### src/rtl/regfile_wb_sequencer.sv
// Serialises SEQ writeback (E then M) onto the single register-file write port.
// Optional debug write port enabled by defining REGFILE_DBG_PORT_EN.
module regfile_wb_sequencer #(
  parameter int unsigned NREG  = 15,
  parameter logic [3:0]  RNONE = 4'hF,
  parameter int unsigned CNT_W = 16
) (
  input  logic             clk,
  input  logic             rst_n,
  input  logic             wb_valid,
  output logic             wb_ready,
  input  logic [3:0]       wb_dstE,
  input  logic [63:0]      wb_valE,
  input  logic [3:0]       wb_dstM,
  input  logic [63:0]      wb_valM,
  output logic             rf_we,
  output logic [3:0]       rf_waddr,
  output logic [63:0]      rf_wdata,
  output logic             pend_valid,
  output logic [NREG-1:0]  pend_mask,
  output logic [CNT_W-1:0] wr_cnt
`ifdef REGFILE_DBG_PORT_EN
  ,
  input  logic             dbg_req,
  input  logic [3:0]       dbg_addr,
  input  logic [63:0]      dbg_data,
  output logic             dbg_ack
`endif
);

`ifdef REGFILE_DBG_PORT_EN
  typedef enum logic [1:0] {IDLE, WR_E, WR_M, DBG} state_t;
`else
  typedef enum logic [1:0] {IDLE, WR_E, WR_M} state_t;
`endif

  state_t state_q, state_d;
  logic [3:0]       e_addr_q, e_addr_d, m_addr_q, m_addr_d;
  logic [63:0]      e_data_q, e_data_d, m_data_q, m_data_d;
  logic             m_live_q, m_live_d;
  logic             rf_we_q, rf_we_d;
  logic [3:0]       rf_waddr_q, rf_waddr_d;
  logic [63:0]      rf_wdata_q, rf_wdata_d;
  logic [NREG-1:0]  pend_q, pend_d;
  logic             ready_q, ready_d;
  logic [CNT_W-1:0] cnt_q, cnt_d;
  logic             accept;
`ifdef REGFILE_DBG_PORT_EN
  logic             dbg_ack_q, dbg_ack_d;
`endif

  function automatic logic live(input logic [3:0] d);
    return (d != RNONE) && (32'(d) < NREG);
  endfunction

  function automatic logic [NREG-1:0] onehot(input logic [3:0] d);
    return NREG'(1) << d;
  endfunction

`ifdef REGFILE_DBG_PORT_EN
  assign wb_ready = ready_q && !(state_q == IDLE && dbg_req);
  assign dbg_ack  = dbg_ack_q;
`else
  assign wb_ready = ready_q;
`endif
  assign accept     = wb_valid && wb_ready;
  assign rf_we      = rf_we_q;
  assign rf_waddr   = rf_waddr_q;
  assign rf_wdata   = rf_wdata_q;
  assign pend_mask  = pend_q;
  assign pend_valid = |pend_q;
  assign wr_cnt     = cnt_q;

  always_comb begin
    state_d  = state_q;
    e_addr_d = e_addr_q;
    e_data_d = e_data_q;
    m_addr_d = m_addr_q;
    m_data_d = m_data_q;
    m_live_d = m_live_q;
    if (state_q == WR_E && m_live_q) begin
      state_d = WR_M;
`ifdef REGFILE_DBG_PORT_EN
    end else if (state_q == DBG) begin
      state_d = IDLE;
    end else if (state_q == IDLE && dbg_req) begin
      // Debug payload reuses the E latch; it is never live alongside a wb request.
      state_d  = DBG;
      e_addr_d = dbg_addr;
      e_data_d = dbg_data;
      m_live_d = 1'b0;
`endif
    end else if (accept) begin
      e_addr_d = wb_dstE;
      e_data_d = wb_valE;
      m_addr_d = wb_dstM;
      m_data_d = wb_valM;
      m_live_d = live(wb_dstM);
      if (live(wb_dstE))      state_d = WR_E;
      else if (live(wb_dstM)) state_d = WR_M;
      else                    state_d = IDLE;
    end else begin
      state_d = IDLE;
    end

    // Outputs are precomputed from the next state so they leave straight from flops.
    rf_we_d    = 1'b0;
    rf_waddr_d = '0;
    rf_wdata_d = '0;
    pend_d     = '0;
    ready_d    = 1'b0;
    case (state_d)
      IDLE: ready_d = 1'b1;
      WR_E: begin
        rf_we_d    = 1'b1;
        rf_waddr_d = e_addr_d;
        rf_wdata_d = e_data_d;
        pend_d     = onehot(e_addr_d) | (m_live_d ? onehot(m_addr_d) : '0);
        ready_d    = !m_live_d;
      end
      WR_M: begin
        rf_we_d    = 1'b1;
        rf_waddr_d = m_addr_d;
        rf_wdata_d = m_data_d;
        pend_d     = onehot(m_addr_d);
        ready_d    = 1'b1;
      end
`ifdef REGFILE_DBG_PORT_EN
      DBG: begin
        if (live(e_addr_d)) begin
          rf_we_d    = 1'b1;
          rf_waddr_d = e_addr_d;
          rf_wdata_d = e_data_d;
        end
      end
`endif
      default: ;
    endcase
`ifdef REGFILE_DBG_PORT_EN
    dbg_ack_d = (state_d == DBG);
`endif
    cnt_d = cnt_q + CNT_W'(rf_we_q);
  end

  always_ff @(posedge clk or negedge rst_n) begin
    if (!rst_n) begin
      state_q    <= IDLE;
      e_addr_q   <= '0;
      e_data_q   <= '0;
      m_addr_q   <= '0;
      m_data_q   <= '0;
      m_live_q   <= 1'b0;
      rf_we_q    <= 1'b0;
      rf_waddr_q <= '0;
      rf_wdata_q <= '0;
      pend_q     <= '0;
      ready_q    <= 1'b0;
      cnt_q      <= '0;
`ifdef REGFILE_DBG_PORT_EN
      dbg_ack_q  <= 1'b0;
`endif
    end else begin
      state_q    <= state_d;
      e_addr_q   <= e_addr_d;
      e_data_q   <= e_data_d;
      m_addr_q   <= m_addr_d;
      m_data_q   <= m_data_d;
      m_live_q   <= m_live_d;
      rf_we_q    <= rf_we_d;
      rf_waddr_q <= rf_waddr_d;
      rf_wdata_q <= rf_wdata_d;
      pend_q     <= pend_d;
      ready_q    <= ready_d;
      cnt_q      <= cnt_d;
`ifdef REGFILE_DBG_PORT_EN
      dbg_ack_q  <= dbg_ack_d;
`endif
    end
  end

endmodule

### config.mk
export PLATFORM = sky130hd
export DESIGN_NAME = regfile_wb_sequencer
export DESIGN_NICKNAME = d
export VERILOG_FILES = /design/src/rtl/regfile_wb_sequencer.sv
export SDC_FILE = /design/constraint.sdc
export NUM_CORES = 1
export LEC_CHECK = 0
export CAP_MARGIN = 15
export CORE_UTILIZATION = 24
export CTS_CLUSTER_SIZE = 10
export DETAILED_ROUTE_END_ITERATION = 16
export GPL_TIMING_DRIVEN = 1
export RECOVER_POWER = 100
export SYNTH_ARGS = -nofsm -noshare
export SYNTH_HDL_FRONTEND = slang
export SYNTH_SLANG_ARGS = --single-unit
### constraint.sdc
create_clock -name clk -period 3.3 [get_ports clk]
set_input_delay 0.66 -clock clk [delete_from_list [all_inputs] [get_ports clk]]
set_output_delay 0.66 -clock clk [all_outputs]
set_load 0.02 [all_outputs]
==> impl_metrics.csv <==
group,metric,value,unit
global_route,grt_pass1_vias,9516,
synth,synth_top_area_share,56.2,%
timing,setup-tns-final,0,ns
synth,synth.avg_cell_area,9.75,sq um
power,power,12.0,mW
place,place_congestion,0.796,
timing,fin_skew,0.0112,ns
floorplan,ios,241,
worst_setup_path,cp_max_fo,38,
synth,ys_seq_area_share,56.2,%
timing,fin_ws,0.500,ns
clock_network,clk_latency,0.55,ns
worst_setup_path,critical-path-max-stage-delay,0.55,ns
power,p_sw_share,38.7,%
clock_network,clkSlewWorstSetupHoldPaths,0.06,ns
synth,synth-edff-count,0,
route,postRouteAntennaNets,0,
synth,async_flop_share,100,%
floorplan,fp.dieH,213,um
timing,finalCritPeriodShare,84.8,%
floorplan,core_area,43500,sq um
synth,yosysWarnings,0,
timing,holdWs,0.464,ns
synth,syn_area,10700,sq um
min_path,hp-class,"flip-flop to flip-flop",
timing,worst_pin_slew,1.80,ns
route,drt_first_pass_iters,5,
timing,setup_viol,0,
synth,synth-main-ff-cell,"dfrtp_1",
worst_setup_path,path_cells,"dlygate4sd3_1, nand2_1, nor2_1, nand2_1, inv_1, ha_1, inv_1, clkbuf_4, a21oi_1, o21a_1",
power,power-per-cell-area,828,nW/um^2
final_layout,fin_area,14500,sq um
timing,rsz0062_at_grt,"no",
synth,ys_types,47,
worst_setup_path,worstSetupPathType,"primary input to flip-flop",
route,wl_met2,15100,um
route,wl_per_cell,17.2,um
route,drc,0,
place,pre_cts_slack,0.281,ns
clock_network,cts_tree,"built",
worst_setup_path,critPathLaunchType,"primary input",
final_layout,layout.nets,1446,
power,vdd_drop_max,0.434,mV
timing,hold_viol_final,0,
final_layout,layout.cells.non_filler,1900,
route,dr.first_iter.drc_count,600,
timing,finalCriticalPeriod,2.80,ns
global_route,antenna_found_initial,1,
outcome,violations,"capacitance limit, slew limit",
worst_setup_path,cp.required,3.74,ns
route,m1WireLength,15100,um
clock_network,cts_sinks,240,
worst_setup_path,critPathBufInv,4,
timing,drv_slew,62,
final_layout,fin_util,33.4,%
place,dp_hpwl,20500,um
place,place_inst,1856,
route,dr_wl_met3,1800,um
timing,fmax,0.357,GHz
floorplan,die_w,213,um
worst_setup_path,cp-end-kind,"flip-flop",
worst_setup_path,slowest_stage,"dlygate4sd3_1",
power,p_seq_share,36.4,%
final_layout,syn_to_final_growth,36.0,%
clock_network,ctsResizeCount,0,
synth,synth_largest_area_cell,"dfrtp_1",
clock_network,numCtsBuffers,29,
global_route,grt_max_degree,153,
place,placed_cell_area,13800,sq um
synth,syn_inst,1095,
synth,yosys-top-cells-area,"dfrtp_1 (56%), nand3_1 (6.8%), o21ai_0 (6.6%), nand2_1 (5.4%), o21a_1 (4.8%)",
floorplan,rows,76,
clock_network,clockBufferDepth,3,
power,combPwrFrac,39.7,%
final_layout,layout_common_cells,"dfrtp_1 (240), nand2_1 (153), nand3_1 (145), o21ai_0 (141), clkdlybuf4s50_1 (135)",
clock_network,root_buffer,"clkbuf_16",
timing,slew_headroom,-20.0,%
global_route,grtUsageTotal,14.4,%
clock_network,post_cts_buffers,0,
worst_setup_path,arrival,3.24,ns
route,routed.top_layer,"met4",
place,port-buffer-count,240,
power,p_leak,6.51,nW
final_layout,drive_above_1_share,5.18,%
final_layout,final_common_cell,"dfrtp_1",
synth,synth-seq-cells,240,
synth,synth_nets,1239,
global_route,grt_pass1_wl,51900,um
route,wl,32700,um
job,cap_violations,1,
clock_network,holdBufCountCts,0,
floorplan,die_area,45300,sq um
global_route,grt-ovfl-total,0,
clock_network,htreeDepth,1,
worst_setup_path,critPathTopFamily,"buffers and inverters",
route,routed_via_density,4.77,
power,p_sw,4.65,mW
power,intPower,7.38,mW
outcome,status,"complete, but fails checks",
route,vias,9061,
power,clock_power_share,23.9,%
floorplan,start_util,24.6,%
cell usage after synthesis, types with 4 or more instances:
cell type,n
a21boi_0,51
a21boi_1,17
a21oi_1,75
a31oi_1,4
and3_1,5
buf_2,20
clkbuf_1,64
dfrtp_1,240
ha_1,5
inv_1,5
nand2_1,153
nand2b_1,5
nand3_1,145
nand4_1,8
nor2_1,6
nor3_1,4
nor4_1,6
nor4b_1,4
o21a_1,68
o21ai_0,141
o22ai_1,14
xnor2_1,11
worst reg2reg max path, stage by stage (launching register included):
cell      delay (ns)
dfrtp_1         0.38
nand3b_1        0.50
o21ai_0         0.28
inv_1           0.07
ha_1            0.24
inv_1           0.15
clkbuf_4        0.53
a21oi_1         0.16
o21a_1          0.21
final timing paths:
kind                                      start                      to  slack (ns)  cells past startpoint
min reg2reg                wr_cnt[15]$_DFF_PN0_    wr_cnt[15]$_DFF_PN0_        0.46                      1
min                        wr_cnt[15]$_DFF_PN0_    wr_cnt[15]$_DFF_PN0_        0.46                      1
min in group asynchronous                 rst_n    wr_cnt[12]$_DFF_PN0_        0.60                      1
max reg2reg                state_q[1]$_DFF_PN0_  rf_wdata[26]$_DFF_PN0_        0.66                      8
max in group asynchronous                 rst_n   m_data_q[7]$_DFF_PN0_        0.97                      2
max                                    wb_valid  rf_wdata[26]$_DFF_PN0_        0.50                     10
layout make-up:
class / count / area (sq um)
Antenna cell: 1 / 2.50
Clock buffer: 42 / 815
Clock inverter: 1 / 5.00
Fill cell: 4478 / 28900
Inverter: 7 / 27.5
Multi-Input combinational cell: 756 / 4240
Sequential cell: 240 / 6010
Tap cell: 585 / 732
Timing Repair Buffer: 268 / 2710
per-layer routing:
| layer | vias up | track usage [%] |
|---|---|---|
| met4 | 0 | 3.67 |
| li1 | 4277 | - |
| met1 | 4505 | 19.6 |
| met3 | 43 | 2.96 |
| met5 | - | 0 |
| met2 | 236 | 23.4 |
registers in the layout (all words and copies together), names as in the netlist:
name	flops
e_addr_q	4
m_data_q	64
e_data_q	64
m_addr_q	4
rf_waddr	4
wb_ready	1
rf_wdata	64
m_live_q	1
pend_mask	15
wr_cnt	16
state_q	2
rf_we	1
power groups by stage:
stage / Sequential (mW) / Clock [mW] / Combinational (mW)
after floorplan: 4.67 / 0 / 2.75
after global placement: 4.42 / 0 / 4.86
after detailed placement: 4.44 / 0 / 4.95
after CTS: 4.41 / 2.99 / 4.98
after global routing: 4.50 / 3.09 / 5.30
final: 4.38 / 2.87 / 4.78
cell families after synthesis:
family          Yosys count  synth area share (%)
buf+inv                  99                  4.04
simple gates            347                  15.5
compound gates          390                  22.4
flops                   240                  56.2
xor+xnor                 14                  1.15
fa+ha+maj                 5                 0.586
Power figures use the tool's default switching activity.
